===== src/rtl/uart_loopback_ctrl.sv =====
// UART loopback controller: moves received bytes into a shared FIFO and
// drains that FIFO into the transmitter one byte at a time.
module uart_loopback_ctrl #(
  parameter int FIFO_RD_LAT = 1,
  parameter int TX_GAP      = 0,
  parameter int CNT_W       = 8
) (
  input  logic             i_clk,
  input  logic             i_rst,
  input  logic             i_en,
  input  logic             i_rx_byte_rdy,
  input  logic [7:0]       i_rx_byte,
  input  logic             i_fifo_full,
  input  logic             i_fifo_empty,
  input  logic [7:0]       i_fifo_q,
  output logic             o_fifo_wrreq,
  output logic [7:0]       o_fifo_data,
  output logic             o_fifo_rdreq,
  input  logic             i_tx_done,
  output logic [7:0]       o_tx_byte,
  output logic             o_tx_byte_rdy,
  input  logic             i_ovf_clr,
  output logic [CNT_W-1:0] o_ovf_cnt,
  output logic             o_ovf
);

  typedef enum logic [2:0] {
    S_IDLE,
    S_READ,
    S_WAIT,
    S_SEND,
    S_BUSY,
    S_GAP
  } state_t;

  // Counters run up from 0 while their state is active; these are the
  // values seen in the final cycle of WAIT and GAP respectively.
  localparam logic [1:0] LAT_LAST = 2'(FIFO_RD_LAT - 1);
  localparam logic [7:0] GAP_LAST = 8'((TX_GAP > 0) ? TX_GAP - 1 : 0);

  state_t     state;
  state_t     state_nxt;
  logic [1:0] lat_cnt;
  logic [7:0] gap_cnt;
  logic       wr_ok;
  logic       rx_drop;

  assign wr_ok   = i_rx_byte_rdy && !i_fifo_full;
  assign rx_drop = i_rx_byte_rdy && i_fifo_full;

  // ---------------------------------------------------------------------
  // Write side
  // ---------------------------------------------------------------------
  // NOTE: every register below uses <= so all flops update together from
  // pre-edge values; a blocking = here would create order-dependent logic.
  always_ff @(posedge i_clk or posedge i_rst) begin
    if (i_rst) begin
      o_fifo_wrreq <= 1'b0;
      o_fifo_data  <= 8'h00;
    end else begin
      o_fifo_wrreq <= wr_ok;
      if (wr_ok) o_fifo_data <= i_rx_byte;
    end
  end

  // Clear wins over a same-cycle drop; the count sticks at all-ones.
  always_ff @(posedge i_clk or posedge i_rst) begin
    if (i_rst) begin
      o_ovf_cnt <= '0;
      o_ovf     <= 1'b0;
    end else if (i_ovf_clr) begin
      o_ovf_cnt <= '0;
      o_ovf     <= 1'b0;
    end else if (rx_drop) begin
      o_ovf <= 1'b1;
      if (o_ovf_cnt != '1) o_ovf_cnt <= o_ovf_cnt + CNT_W'(1);
    end
  end

  // ---------------------------------------------------------------------
  // Read side FSM
  // ---------------------------------------------------------------------
  always_ff @(posedge i_clk or posedge i_rst) begin
    if (i_rst) state <= S_IDLE;
    else       state <= state_nxt;
  end

  // NOTE: state_nxt is given a default before the case so no path leaves
  // it unassigned, which would otherwise infer a latch.
  always_comb begin
    state_nxt = state;
    unique case (state)
      S_IDLE: if (i_en && !i_fifo_empty) state_nxt = S_READ;
      S_READ: state_nxt = S_WAIT;
      S_WAIT: if (lat_cnt == LAT_LAST) state_nxt = S_SEND;
      S_SEND: state_nxt = S_BUSY;
      S_BUSY: if (i_tx_done) state_nxt = (TX_GAP > 0) ? S_GAP : S_IDLE;
      S_GAP:  if (gap_cnt == GAP_LAST) state_nxt = S_IDLE;
      default: state_nxt = S_IDLE;
    endcase
  end

  always_ff @(posedge i_clk or posedge i_rst) begin
    if (i_rst) begin
      lat_cnt <= 2'd0;
      gap_cnt <= 8'd0;
    end else begin
      lat_cnt <= (state == S_WAIT) ? lat_cnt + 2'd1 : 2'd0;
      gap_cnt <= (state == S_GAP)  ? gap_cnt + 8'd1 : 8'd0;
    end
  end

  // Pulses are decoded from the next state so they are flop outputs that
  // coincide exactly with the READ and SEND cycles.
  always_ff @(posedge i_clk or posedge i_rst) begin
    if (i_rst) begin
      o_fifo_rdreq  <= 1'b0;
      o_tx_byte_rdy <= 1'b0;
      o_tx_byte     <= 8'h00;
    end else begin
      o_fifo_rdreq  <= (state_nxt == S_READ);
      o_tx_byte_rdy <= (state_nxt == S_SEND);
      if (state == S_WAIT && lat_cnt == LAT_LAST) o_tx_byte <= i_fifo_q;
    end
  end

endmodule


===== config.mk =====
export PLATFORM = sky130hd
export DESIGN_NAME = uart_loopback_ctrl
export DESIGN_NICKNAME = d
export VERILOG_FILES = /design/src/rtl/uart_loopback_ctrl.sv
export SDC_FILE = /design/constraint.sdc
export NUM_CORES = 1
export LEC_CHECK = 0
export CORE_AREA = 4 4 65 67
export DETAILED_ROUTE_END_ITERATION = 8
export DIE_AREA = 0 0 69 71
export PLACE_DENSITY = 0.81
export SETUP_SLACK_MARGIN = 0.3
export SLEW_MARGIN = 5
export SYNTH_ARGS = -nofsm -noshare
export SYNTH_HDL_FRONTEND = slang
export SYNTH_SLANG_ARGS = --single-unit

===== constraint.sdc =====
create_clock -name i_clk -period 2.9 [get_ports i_clk]
set_clock_uncertainty 0.15 [all_clocks]
set_input_delay 0.29 -clock i_clk [delete_from_list [all_inputs] [get_ports i_clk]]
set_output_delay 0.29 -clock i_clk [all_outputs]
set_load 0.01 [all_outputs]

# After elaboration in Yosys (flattened, before gate mapping)

Cells that the tools add are included.
W data, S select, Z words.

$add $sub $neg: 3
Mux-type cells: 12
$mul: 0
$lt $le $gt $ge: 0
Shift operators: 0
Bitwise gates (word level): 0
Divide/modulo/power cells: 0
Reductions and logical operators: 12
Eq/ne operators: 8

Operator list:

| kind                  | number |
|---|---|
| $mux W8               | 4 |
| $pmux W3 S6           | 1 |
| $add A8 B1 Y8 const B | 2 |
| $mux W3               | 4 |
| $eq A3 B2 Y1 const B  | 3 |
| $logic_not A8 Y1      | 1 |
| $ne A8 B8 Y1 const B  | 1 |
| $eq A3 B1 Y1 const B  | 2 |
| $eq A3 B3 Y1 const B  | 2 |
| $logic_and A1 B1 Y1   | 4 |
| $reduce_bool A2 Y1    | 2 |
| $logic_not A3 Y1      | 1 |
| $add A2 B1 Y2 const B | 1 |
| $logic_not A1 Y1      | 2 |
| $logic_not A2 Y1      | 1 |
| $mux W1               | 2 |
| $mux W2               | 1 |
| $reduce_and A2 Y1     | 1 |

Register bits after elaboration: 41
Latch bits: 0
Memory bits (read-only): 0
RAM bits: 0
Input port bits: 24
Logic and storage cells: 45
Memories kept: 0

# Depth between registers and ports, before layout

Gate-level depths: netlist of run 1.

Depth after elaboration: 5
Gate-level depth with buffers: 5
Mapped depth without buffers: 4

# Worst setup path before layout of run 1

OpenSTA, ideal clock, no wires.

Kind: register to register
Start: register o_ovf_cnt[0]
End: register o_ovf_cnt[0]
Setup time: 0.065 ns
Arrival: 1.371 ns
Setup slack: 1.313 ns
Cell stages (with the launch flop): 5
Cell sequence: dfrtp_1 > ha_1 > and4b_1 > a311oi_1 > mux2_2

Cells in the longest elaborated chain, start to end: 4
Elaborated cells between the ends (all ways): 7
Those cells by class: add/sub: 1; eq/ne: 1; mux: 3; reduce/logical: 2

RTL lines:

| what                   | line | text |
|---|---|---|
| from (decl)            | 23   | `output logic [CNT_W-1:0] o_ovf_cnt,` |
| from (signal assigned) | 76   | `if (o_ovf_cnt != '1) o_ovf_cnt <= o_ovf_cnt + CNT_W'(1);` |
| $add A8 B1 Y8          | 76   |  |
| $mux W8                | 76   |  |
| $mux W8                | 74   | `end else if (rx_drop) begin` |
| $mux W8                | 71   | `end else if (i_ovf_clr) begin` |

Parallel ways exist; a longest one is shown, timed or not. The select of a mux whose other input is x is not followed.
A chain may end at the register's enable or synchronous reset.

# Final worst setup path of run 1

Start: input i_rx_byte_rdy
End: register o_fifo_data[5]

Cells in the longest elaborated chain, start to end: 1

RTL lines:

| what                 | line | text |
|---|---|---|
| from (decl)          | 11   | `input logic i_rx_byte_rdy,` |
| $logic_and A1 B1 Y1  | 48   | `assign wr_ok = i_rx_byte_rdy && !i_fifo_full;` |
| to (signal assigned) | 62   | `if (wr_ok) o_fifo_data <= i_rx_byte;` |
| to (decl)            | 17   | `output logic [7:0] o_fifo_data,` |

No other way between the ends.

==> metrics, run 1 <==
Synth cell types=35; Final setup viols=0; Final TNS setup=0 ns; most frequent cells in the layout=51 x clkdlybuf4s50_1, 41 x dfrtp_1, 17 x mux2_2; Critical R2R Launch=o_ovf_cnt[0]; CTS resizes=0; Top Ports=52; Antenna diodes=0; Initial Util=0.493; 1st-pass router iterations=4; DRC violation total after the first TritonRoute iteration=64; Peak VDD IR=347 uV; Max Slew Vio Count=0; worst endpoint required time=2.92 ns; status=finished clean; Final Hold Fails=0; htree depth=2; die area=4900 sq um; Crit Reg-Reg Endpoint=o_ovf_cnt[0]; Hold-fix buffers, CTS=0; largest net degree at the start of global routing=42; Layout Utilization=0.672; Post-Layout Inst Area=2440 sq um; slew margin rel.=0.524; Cell Rows=22; Critical Path Source Type=input pin; Placer Congestion=0.913; FF-to-FF path depth=4; dpl hpwl=2.91 mm; Max Clk Rate=538 MHz; worst-margin pin slew=0.713 ns; fin crit period=1.86 ns; routed vias/inst=5.55; Chip Width=69 microns; total congestion overflow=0; flops & latches, synth=41; reg2reg setup slack=1.13 ns; dpl cells=242; Clock Latency Late Sink=0.29 ns; initial antenna violation count=0; Post-Route WL=3.87 mm; CTS tree=done; dpl cell area=2340 sq um; Synth area leaders=dfrtp_1 57%, mux2_2 11%, ha_1 2.8%, a311oi_1 2.4%, and3_1 1.7%; max cap viols=0; Seq/Total Area, Yosys=0.573; NumNets Final=229; Most used DFF post-synth=dfrtp_1; Yosys top cell area share=0.573; crit path capture type=flip-flop; total number of vias=1383; largest area contributor in the netlist=dfrtp_1; syn nets=175; Worst Path Max Fanout=9; critical path class=input pin to flip-flop; Setup crit start=i_rx_byte_rdy; deepest clock path buffer count=2; first-pass GRT wire length=6.48 mm; post-detailed-route wirelength per cell=15.5 microns; Routed Antenna Nets=0; layout cells sized above 1=0.129; period utilisation layout=0.641; Die Height=71 microns; clock root cell=clkbuf_8; Leakage=0.00101 uW; Power Density=692 nW/um^2; Hold Slack=0.277 ns; EDFF count, synth=0; CP arrival=1.88 ns; Core Box Area=3630 sq um; drc violations=0; Synth Cell Area=1790 sq um; area growth from synthesis to layout=36.3%; CTS Buf Count=5; Syn Area/Cell=12.2 sq um; RSZ-0062 raised after global routing=false; PortBufs=51; Clock transition at path regs=0.07 ns; Syn. warnings=0; commonest non-fill, non-tap cell in the layout=clkdlybuf4s50_1; Tightest Hold Check Type=input pin to asynchronous set/reset pin; vias in the first global route=1413; asr flop ratio synth=1.00; non-filler instance count after layout=249; Gate Count Post-Synth=147; GRT Resource Usage Total=0.163; CTS Sinks=41; Post-CTS Setup Inserts=0
per-stage QoR:
| step | worst slack [ns] | total power (uW) |
|---|---|---|
| CTS | 1.03 | 1710 |
| global placement | 0.817 | 1260 |
| global route | 0.930 | 1790 |
| finish | 1.04 | 1690 |
| detailed placement | 0.714 | 1280 |
| floorplan | 1.31 | 1050 |
how the worst max path moves through the flow:
stage | end | slack, ns | cells past startpoint
2_1_floorplan | o_ovf_cnt[0] | 1.31 | 4
3_3_place_gp | o_fifo_data[5] | 0.82 | 3
3_5_place_dp | o_fifo_data[5] | 0.71 | 3
4_1_cts | o_fifo_data[5] | 1.03 | 3
5_1_grt | o_fifo_data[1] | 0.93 | 3
6_report | o_fifo_data[5] | 1.04 | 3
cells in the mapped netlist, types with 3 or more instances:
master / instances
and3_1: 5
ha_1: 4
o21ai_0: 4
a311oi_1: 5
nand2_1: 4
mux2_2: 17
inv_1: 7
buf_2: 4
nor2_1: 8
a31oi_1: 4
a41oi_1: 3
dfrtp_1: 41
or3_1: 4
nand3_1: 6
a21oi_1: 5
sequential cells by signal, summed over array words and instances (netlist names):
register,count
o_tx_byte_rdy,1
state,3
o_ovf,1
o_fifo_data,8
gap_cnt,8
lat_cnt,2
o_ovf_cnt,8
o_fifo_rdreq,1
o_fifo_wrreq,1
o_tx_byte,8
cells by family after synthesis:
| logic type | Yosys count | synth area share |
|---|---|---|
| AOI/OAI and AO/OA | 26 | 0.101 |
| xor gates and xnor gates | 4 | 0.0196 |
| adders and majority gates | 4 | 0.0279 |
| buffers and inverters | 12 | 0.0321 |
| DFF | 41 | 0.573 |
| muxes | 17 | 0.107 |
| and+or+nand+nor | 43 | 0.140 |
critical path, cell delays in order:
cell	delay, ns
clkdlybuf4s50_1	0.55
nor2b_1	0.61
mux2_2	0.42
cell type report:
class | instances | area (sq um)
well taps | 48 | 60.1
multi-input cells | 94 | 708
flip-flops and latches | 41 | 1030
inverters | 7 | 26.3
repair buffers | 52 | 518
fillers | 286 | 1190
clock buffers | 5 | 68.8
clock inverters | 2 | 35.0
metal layers:
layer	up-vias	global-route usage	share of wire
met5	-	0	0
met4	0	0.0521	0.011
met3	6	0.0511	0.071
met2	69	0.285	0.50
met1	660	0.192	0.41
li1	648	-	-
where the power goes:
group | switching, uW | internal [uW]
Combinational | 189 | 308
Sequential | 77.7 | 688
Clock | 176 | 250
Total | 443 | 1250
(Power assumes the default switching activity.)
==> inputs of run 2 (changes only) <==
- CORE_AREA: 4 4 65 67 -> 4 4 71 73
- DIE_AREA: 0 0 69 71 -> 0 0 75 77
- PLACE_DENSITY: 0.81 -> 0.72
- clock period: 2.9 -> 1.7 ns (I/O delays scaled with it)
==> run 2 against run 1 <==
First-iteration DRC count is 83% higher. Register-to-register slack lost 0.95 ns. Cell area up 18%. Clock-buffer cell count up 1. Die area up 18%. Via count up 17%. Sequential share of layout area fell by 6.0 points. Setup slack worse by 0.86 ns. Sequential power increased by 68%. Largest power group unchanged.
==> metrics, run 2 (same netlist as run 1, synthesis figures left out) <==
Max Clk Rate=657 MHz; Hold Slack=0.0758 ns; Top Ports=52; clock root cell=clkbuf_8; deepest clock path buffer count=2; CTS Sinks=41; Placer Congestion=0.851; NumNets Final=263; CTS Buf Count=5; top cell family by delay on the critical path=flip-flops; Max Slew Vio Count=0; CTS tree=done; largest net degree at the start of global routing=42; htree depth=2; dpl cell area=2480 sq um; Routed Antenna Nets=0; die area=5780 sq um; status=finished clean; Worst Path Max Fanout=6; Clock Latency Late Sink=0.30 ns; total number of vias=1615; GRT Resource Usage Total=0.174; Layout Utilization=0.660; Die Height=77 microns; total congestion overflow=0; largest stage delay on the critical path=0.44 ns; area growth from synthesis to layout=60.5%; Critical Path Source Type=flip-flop; Power Density=1110 nW/um^2; first-pass GRT wire length=7.82 mm; DRC violation total after the first TritonRoute iteration=117; Clock transition at path regs=0.08 ns; Post-Route WL=4.87 mm; Hold-fix buffers, CTS=0; cell chain of the critical path=and3_1 > a311oi_2 > mux2_4; Leakage=0.00131 uW; reg2reg setup slack=0.18 ns; Peak VDD IR=547 uV; Chip Width=75 microns; fin crit period=1.52 ns; crit path max-delay cell type=dfrtp_1; CP arrival=1.60 ns; routed vias/inst=5.61; crit path capture type=flip-flop; initial antenna violation count=0; Initial Util=0.411; slew margin rel.=0.803; vias in the first global route=1661; Final setup viols=0; Antenna diodes=0; footprint of the multi-input gates=876 sq um; worst-margin pin slew=0.293 ns; Final Hold Fails=0; commonest non-fill, non-tap cell in the layout=dfrtp_1; max cap viols=0; most frequent cells in the layout=33 x dfrtp_1, 30 x buf_4, 26 x dlygate4sd2_1; layout cells sized above 1=0.381; 1st-pass router iterations=4; Buf+Inv Stages, Crit Path=0; Final TNS setup=0 ns; Filler cells=320; worst endpoint required time=1.78 ns; dpl hpwl=3.06 mm; post-detailed-route wirelength per cell=16.9 microns; Core Box Area=4350 sq um; Post-Layout Inst Area=2880 sq um; Seq. cell area=1040 sq um; PortBufs=51; drc violations=0; RSZ-0062 raised after global routing=true; Cell Rows=24; period utilisation layout=0.895; Tightest Hold Check Type=input pin to asynchronous set/reset pin; critical path class=flip-flop to flip-flop
-- run 2: cell types whose count changed in the layout (fill, tap and decap cells not counted), moves of 8 or more --
cell	previous run	this run
mux2_4	0	9
dlygate4sd2_1	0	26
buf_4	1	30
dfrtp_2	0	8
dfrtp_1	41	33
mux2_2	17	8
clkdlybuf4s50_1	51	21
-- run 2: power by group --
group / internal, uW / switching, uW
Sequential: 1170 / 113
Combinational: 644 / 446
Clock: 477 / 334
Total: 2300 / 892
-- run 2: worst paths after layout --
kind / startpoint / end / depth (start not counted)
min in group i_clk: i_rx_byte_rdy / o_ovf / 3
worst max-delay path: o_ovf_cnt[5] / o_ovf_cnt[0] / 3
worst max register to register: o_ovf_cnt[5] / o_ovf_cnt[0] / 3
worst min-delay path: i_rst / o_tx_byte[4] / 3
max in group asynchronous: i_rst / o_ovf_cnt[2] / 3
worst min register to register: o_fifo_data[4] / o_fifo_data[4] / 1
-- run 2: per-stage QoR --
stage                     power [uW]  instances  worst slack, ns
final                           3190        288            0.179
after global routing            3360        288            0.135
after CTS                       3180        281            0.180
after detailed placement        2380        255          -0.0406
after global placement          2330        255           0.0429
after floorplan                 1890        147            0.237
-- run 2: worst min-delay path, cell delays in order --
cell and delay, ns:
clkdlybuf4s50_1 0.40, inv_1 0.09, buf_12 0.23
-- run 2: layout make-up --
type	count	area share
Multi-Input combinational cell	95	0.305
Timing Repair Buffer	85	0.262
Sequential cell	41	0.360
Clock inverter	2	0.0131
Tap cell	52	0.0226
Inverter	7	0.00914
Clock buffer	6	0.0287
-- run 2: layer usage --
metal  vias up  part of all wire  track usage
li1        722                 -            -
met1       805              0.39        0.208
met2        73              0.51        0.286
met3        15             0.073       0.0575
met4         0             0.022       0.0641
met5         -                 0            0
-- run 2: timing repair --
action / in CTS / in global routing
gates cloned: 1 / 1
buffers inserted: 17 / 6
gates resized for setup: 46 / 20
pin swaps: 11 / 10
endpoints found under the setup margin: 47 / 30
==> inputs of run 3 (changes only) <==
- CAP_MARGIN: not set -> 20
- SLEW_MARGIN: 5 -> 20
==> results of run 3 <==
Same layout as run 2: the final DEF is identical, and so are final timing and power.
